File: src/rtl/cpu_io_port.sv
// 6510 on-chip I/O port: DDR at $0000, data register at $0001, effective pin levels
// for the memory-map PLA and datasette, and the capacitive fade of floating bits 6/7.
module cpu_io_port #(
   parameter int unsigned FADE_CYCLES = 350000,
   parameter int unsigned FADE_W      = 20
) (
   input  logic        clk,
   input  logic        rst_n,
   input  logic        phi2_en,
   input  logic [15:0] addr,
   input  logic        rw_n,
   input  logic [7:0]  data_in,
   input  logic [5:0]  port_in,
   output logic [7:0]  data_out,
   output logic        data_oe,
   output logic [5:0]  port_out,
   output logic [5:0]  port_oe,
   output logic        loram,
   output logic        hiram,
   output logic        charen,
   output logic        cass_wr,
   output logic        cass_motor
);

   typedef enum logic [1:0] {
      ST_DRIVEN,
      ST_FADING,
      ST_FADED
   } fade_state_e;

   localparam logic [FADE_W-1:0] CNT_LOAD = FADE_W'(FADE_CYCLES);

   logic [7:0] ddr_q, ddr_d;
   logic [7:0] dat_q, dat_d;
   logic       wr_en;
   logic [5:0] pin;
   logic [1:0] pin_hi;

   always_ff @(posedge clk) begin
      if (!rst_n) begin
         ddr_q <= '0;
         dat_q <= '0;
      end else begin
         ddr_q <= ddr_d;
         dat_q <= dat_d;
      end
   end

   always_comb begin
      wr_en = phi2_en & ~rw_n;
      ddr_d = ddr_q;
      dat_d = dat_q;
      if (wr_en && addr == 16'h0000) ddr_d = data_in;
      if (wr_en && addr == 16'h0001) dat_d = data_in;
   end

   // One fade FSM per unconnected bit (6 and 7); the last driven level decays after
   // CNT_LOAD phi2 strobes once the bit becomes an input.
   for (genvar g = 0; g < 2; g++) begin : g_fade
      fade_state_e       state_q, state_d;
      logic [FADE_W-1:0] cnt_q, cnt_d;
      logic              fade_bit_q, fade_bit_d;
      logic              set_now;

      always_ff @(posedge clk) begin
         if (!rst_n) begin
            state_q    <= ST_FADED;
            cnt_q      <= '0;
            fade_bit_q <= 1'b0;
         end else begin
            state_q    <= state_d;
            cnt_q      <= cnt_d;
            fade_bit_q <= fade_bit_d;
         end
      end

      always_comb begin
         set_now    = ddr_d[6+g] & ~ddr_q[6+g];
         state_d    = state_q;
         cnt_d      = cnt_q;
         fade_bit_d = fade_bit_q;
         unique case (state_q)
            ST_DRIVEN: begin
               fade_bit_d = dat_q[6+g];
               cnt_d      = CNT_LOAD;
               if (!ddr_d[6+g]) state_d = ST_FADING;
            end
            ST_FADING: begin
               // A DDR write that re-drives the bit wins over the same-cycle decrement.
               if (set_now) begin
                  cnt_d   = CNT_LOAD;
                  state_d = ST_DRIVEN;
               end else if (phi2_en) begin
                  cnt_d = cnt_q - FADE_W'(1);
                  if (cnt_q == FADE_W'(1)) begin
                     fade_bit_d = 1'b0;
                     state_d    = ST_FADED;
                  end
               end
            end
            ST_FADED: begin
               if (set_now) begin
                  cnt_d   = CNT_LOAD;
                  state_d = ST_DRIVEN;
               end
            end
            default: state_d = ST_FADED;
         endcase
      end

      assign pin_hi[g] = (state_q == ST_DRIVEN) ? dat_q[6+g] : fade_bit_q;
   end

   always_comb begin
      pin      = (ddr_q[5:0] & dat_q[5:0]) | (~ddr_q[5:0] & port_in);
      data_oe  = rw_n & ((addr == 16'h0000) | (addr == 16'h0001));
      data_out = '0;
      if (data_oe) data_out = addr[0] ? {pin_hi, pin} : ddr_q;
   end

   assign port_out   = dat_q[5:0];
   assign port_oe    = ddr_q[5:0];
   assign loram      = pin[0];
   assign hiram      = pin[1];
   assign charen     = pin[2];
   assign cass_wr    = pin[3];
   assign cass_motor = pin[5];

endmodule

File: config.mk
export PLATFORM = sky130hd
export DESIGN_NAME = cpu_io_port
export DESIGN_NICKNAME = d
export VERILOG_FILES = /design/src/rtl/cpu_io_port.sv
export SDC_FILE = /design/constraint.sdc
export NUM_CORES = 1
export LEC_CHECK = 0
export ABC_AREA = 1
export CAP_MARGIN = 20
export CORE_ASPECT_RATIO = 1.4
export CORE_UTILIZATION = 35
export CTS_CLUSTER_DIAMETER = 50
export DETAILED_ROUTE_END_ITERATION = 10
export PLACE_DENSITY = 0.57
export SLEW_MARGIN = 10
export SYNTH_ARGS = -nofsm -noshare
export SYNTH_HDL_FRONTEND = slang
export SYNTH_SLANG_ARGS = --single-unit
File: constraint.sdc
create_clock -name clk -period 4.58 [get_ports clk]
set_clock_uncertainty 0.05 [all_clocks]
set_input_delay 1.145 -clock clk [delete_from_list [all_inputs] [get_ports clk]]
set_output_delay 1.145 -clock clk [all_outputs]
set_load 0.01 [all_outputs]
# == Word level (Yosys, flattened, before mapping) ==
# Index checks and enable logic that the tools add are counted.
# Widths: inputs -> output; s select.
# op_classes
n_addsub,2
eq_ne,21
n_mux,33
n_bitwise,12
reduce_logical,15
# ops
op,count
$mux 20,6
$pmux 20 s3,2
$eq 20x1->1 const B,2
$sub 20x1->20 const B,2
$mux 8,3
$mux 2,10
$ne 2x2->1 const B,10
$eq 16x1->1 const B,1
$logic_not 16->1,1
$reduce_and 4->1,4
$and 6x6->6,2
$ne 3x3->1 const B,4
$pmux 2 s3,2
$mux 1,8
$not 6->6,1
$or 6x6->6,1
$reduce_and 3->1,2
$reduce_bool 3->1,2
$and 1x1->1,4
$eq 2x1->1 const B,2
$eq 2x2->1 const B,2
$logic_not 2->1,2
$pmux 1 s2,2
$reduce_bool 2->1,2
3 further kinds,6
# totals
regBits,62
input_bits,34
word_cells,92

# == Longest topological paths before layout ==
# depth
depth_word,7
depth_mapped,12
mapped_depth_nobuf,12

# == Worst setup path after synthesis ==
# No wires, ideal clock.
# synth_path
kind,input to output
startpoint,input addr[0]
endpoint,output data_out[4]
arrival_time_ns,2.159
required_time_ns,3.385
path_slack_ns,1.226
cell_stages,6
n_path_buf,0
path_cell_list,inv_1 nor4_1 nand4_2 nand2_1 nand2_1 a21oi_1
# synth_between
elab_chain_cells,4
elab_cells_between_ends,6
classes_between,eq/ne: 1; mux: 2; bitwise: 2; reduce/logical: 1
# synth_lines
item,line_no,rtl
"start, declared",10,"input logic [15:0] addr,"
$eq 16x1->1 / $logic_not 16->1 (equally long branches),116,data_oe = rw_n & ((addr == 16'h0000) | (addr == 16'h0001));
$or 1x1->1,116,
$and 1x1->1,116,
$mux 8 (*),118,"if (data_oe) data_out = addr[0] ? {pin_hi, pin} : ddr_q;"
"end, declared",14,"output logic [7:0] data_out,"
# Mark *: on every way between the ends. The rest lies on a longest branch, timed or not.

# == Worst setup path after layout ==
# layout_path
startpoint,input addr[0]
endpoint,output data_out[7]
# Same word-level chain as after synthesis.

==> metrics.yaml <==
clock-root-buffer: "clkbuf_16"
cp_num_buf_inv: 3
clk_pin_slew_ns: 0.05
min_period_ns: 4.332
power_frac_clock_pct: 28.5
fp.dieH_um: 130.7
cp_max_fo: 9
synth-seq-area-share_pct: 29.96
areaGrowthSynthToFinish_pct: 22.20
timing.rr.start: "g_fade[0].state_q[0]$_SDFFE_PN0P_"
holdCritPathClass: "register to register"
cts_buffers: 9
synth_simple_gate_area_share_pct: 44.43
synthAdderAreaFrac_pct: 1.208
reg2reg_to: "g_fade[0].cnt_q[1]$_SDFFE_PN0P_"
hold_buffers: 0
fin_nets: 750
drv_cap: 0
netlist_area_sq_um: 4143
synth_seq_cells: 62
die_w_um: 93.95
placed_area_sq_um: 4761
hold_end: "g_fade[0].fade_bit_q$_SDFFE_PN0P_"
num_rows: 46
dr.pass1.iters: 4
cp-end-kind: "output port"
r2r_setup_slack_ns: 1.96
synth_xor_area_share_pct: 3.594
cts_setup_buffers: 0
hold-path-cell-count: 2
clkLatencyLatePin_ns: 0.33
fill_cells: 1237
drcViolationCount: 0
swShare_pct: 39.97
status: "finished clean"
track_usage_pct: 20.12
cp-start-kind: "input pin"
synth.net_count: 708
finalCritPeriodShare_pct: 94.59
fin_util_pct: 44.20
crit_cells: 8
p_comb_share_pct: 43.6
p_int_uw: 1447
max-vdd-ir-drop_v: 0.0002072
place.gp.congestion: 0.9281
cts_max_path_buffers: 2
synth_top_family_by_area: "simple AND/OR/NAND/NOR gates"
globalRouteOverflowTotal: 0
hpwl_mm: 8.437
num_antenna_cells: 0
cp_slowest_cell: "clkdlybuf4s50_1"
synth_cells: 670
pin_count: 60
rsz0062_at_grt: "false"
first_global_vias: 4118
p_switching_uw: 963.1
crit_type: "input pin to output port"
grt_max_degree: 25
via_count: 4279
seq_area_sq_um: 1241
final_area_sq_um: 5062
slew_viol_final: 0
multi_input_area_sq_um: 2486
setup_viol: 0
crit_family: "buffers and inverters"
wire_per_inst_um: 13.24
p_per_area_nw_per_um2: 476.0
seqPwrFrac_pct: 27.9
start_util_pct: 36.17
synth_warnings: 0
fin_hold_ws_ns: 0.4325
max_stage_delay_ns: 0.57
vias_per_cell: 4.970
wl_mm: 11.40
tightest_slew_ns: 0.8951
cts_tree: "done"
required_ns: 3.38
numPortBuffers: 59
p_leak_uw: 0.002148
drive_above_1_share_pct: 8.508
finalHoldViolCount: 0
post_cts_resized: 0
min_from: "g_fade[0].fade_bit_q$_SDFFE_PN0P_"
cts_max_level: 3
syn_avg_cell_area_sq_um: 6.183
synth_cell_types: 32
worst_r2r_path_depth: 10
dieArea_sq_um: 12280
antenna_found_initial: 0
max-slew-margin-rel_pct: 40.11
synth-compound-area-share_pct: 10.78
ant_nets: 0
crit_chain: "clkdlybuf4s50_1 > inv_1 > nor4_1 > nand4_2 > nand2_1 > nand2_1 > a21oi_1 > clkdlybuf4s50_1"
fin_setup_tns_ns: 0
clock-sinks: 62
synth_mux_area_share_pct: 0
max_freq_mhz: 230.8
drtIter0Drc: 161
grt_pass1_wl_mm: 19.45
core_sq_um: 11450
cp.arrival_ns: 3.14
-- worst min-delay path, stage by stage, from the launching register on --
cell and delay [ns]:
dfxtp_1 0.31, nand3_1 0.07, a21oi_1 0.05
-- power groups by stage --
stage | logic, uW | registers, uW | clock network [uW]
3_5_place_dp | 1050 | 682 | 0
3_3_place_gp | 1040 | 680 | 0
5_1_grt | 1220 | 682 | 729
4_1_cts | 1060 | 671 | 704
6_report | 1050 | 672 | 687
2_1_floorplan | 848 | 659 | 0
-- kinds of logic (layout without fill, tap and decap cells) --
kind of cell | count (synthesis) | after routing
AOI/OAI and AO/OA | 81 | 81
xor gates and xnor gates | 17 | 17
adders and majority gates | 4 | 4
buffers and inverters | 91 | 138
DFF | 62 | 62
and+or+nand+nor | 415 | 415
-- placed cells by master (no fill, tap or decap), drive strengths merged, types with 10 or more instances in the layout --
| master | instances |
|---|---|
| a21oi | 56 |
| nor3 | 21 |
| nand3b | 10 |
| clkdlybuf4s50 | 59 |
| nand2 | 194 |
| nor2 | 118 |
| dfxtp | 62 |
| nand3 | 51 |
| inv | 55 |
| clkbuf | 11 |
| xor2 | 10 |
| nand4 | 17 |
| o21ai | 23 |
-- state kept, by name, indices dropped and copies added, names as in the netlist --
register           cells
g_fade.cnt_q          40
dat_q                  8
ddr_q                  8
g_fade.state_q         4
g_fade.fade_bit_q      2
-- through the flow --
| step | std cells | total power (uW) | setup slack [ns] |
|---|---|---|---|
| after floorplan | 670 | 1507 | 1.226 |
| after global placement | 845 | 1716 | 0.3045 |
| after detailed placement | 845 | 1732 | 0.2410 |
| after CTS | 861 | 2433 | 0.2369 |
| after global routing | 861 | 2627 | 0.05400 |
| final | 861 | 2410 | 0.2477 |
-- worst max-delay path by stage --
stage            start           to  slack (ns)
2_1_floorplan  addr[0]  data_out[4]        1.23
3_3_place_gp   addr[0]  data_out[7]        0.30
3_5_place_dp   addr[0]  data_out[6]        0.24
4_1_cts        addr[0]  data_out[6]        0.24
5_1_grt        addr[0]  data_out[7]        0.05
6_report       addr[0]  data_out[7]        0.25
-- synthesized netlist by cell type, drive strengths merged --
| cell type | instances | share of area (%) |
|---|---|---|
| nand2 | 194 | 19 |
| nor2 | 118 | 12 |
| dfxtp | 62 | 30 |
| a21oi | 56 | 7.7 |
| inv | 55 | 5.0 |
| nand3 | 51 | 6.5 |
| o21ai | 23 | 2.8 |
| nor3 | 21 | 2.5 |
| buf | 20 | 3.6 |
| nand4 | 17 | 2.7 |
| clkbuf | 15 | 1.4 |
| nand3b | 10 | 1.8 |
| xor2 | 10 | 2.1 |
| xnor2 | 7 | 1.5 |
| ha | 4 | 1.2 |
| or2 | 3 | 0.45 |
| a31oi | 1 | 0.15 |
| clkinv | 1 | 0.091 |
| nor4 | 1 | 0.15 |
| o31ai | 1 | 0.18 |
-- routing by layer --
metal | global-route usage [%] | up-vias | wire length (um) | part of all wire [%]
met1 | 21.62 | 1975 | 4776 | 42
met3 | 4.051 | 16 | 269 | 2.4
met2 | 38.34 | 61 | 6133 | 54
met4 | 7.421 | 0 | 216 | 1.9
li1 | - | 2227 | - | -
met5 | 0 | - | 0 | 0
-- final cells by class --
class | instances | share of cell area, %
repair buffers | 66 | 12.70
clock buffers | 11 | 4.795
inverters | 56 | 4.152
well taps | 144 | 3.559
flip-flops and latches | 62 | 24.52
clock inverters | 5 | 1.162
multi-input cells | 517 | 49.11
Note: power is estimated with default switching activity, not from simulation.
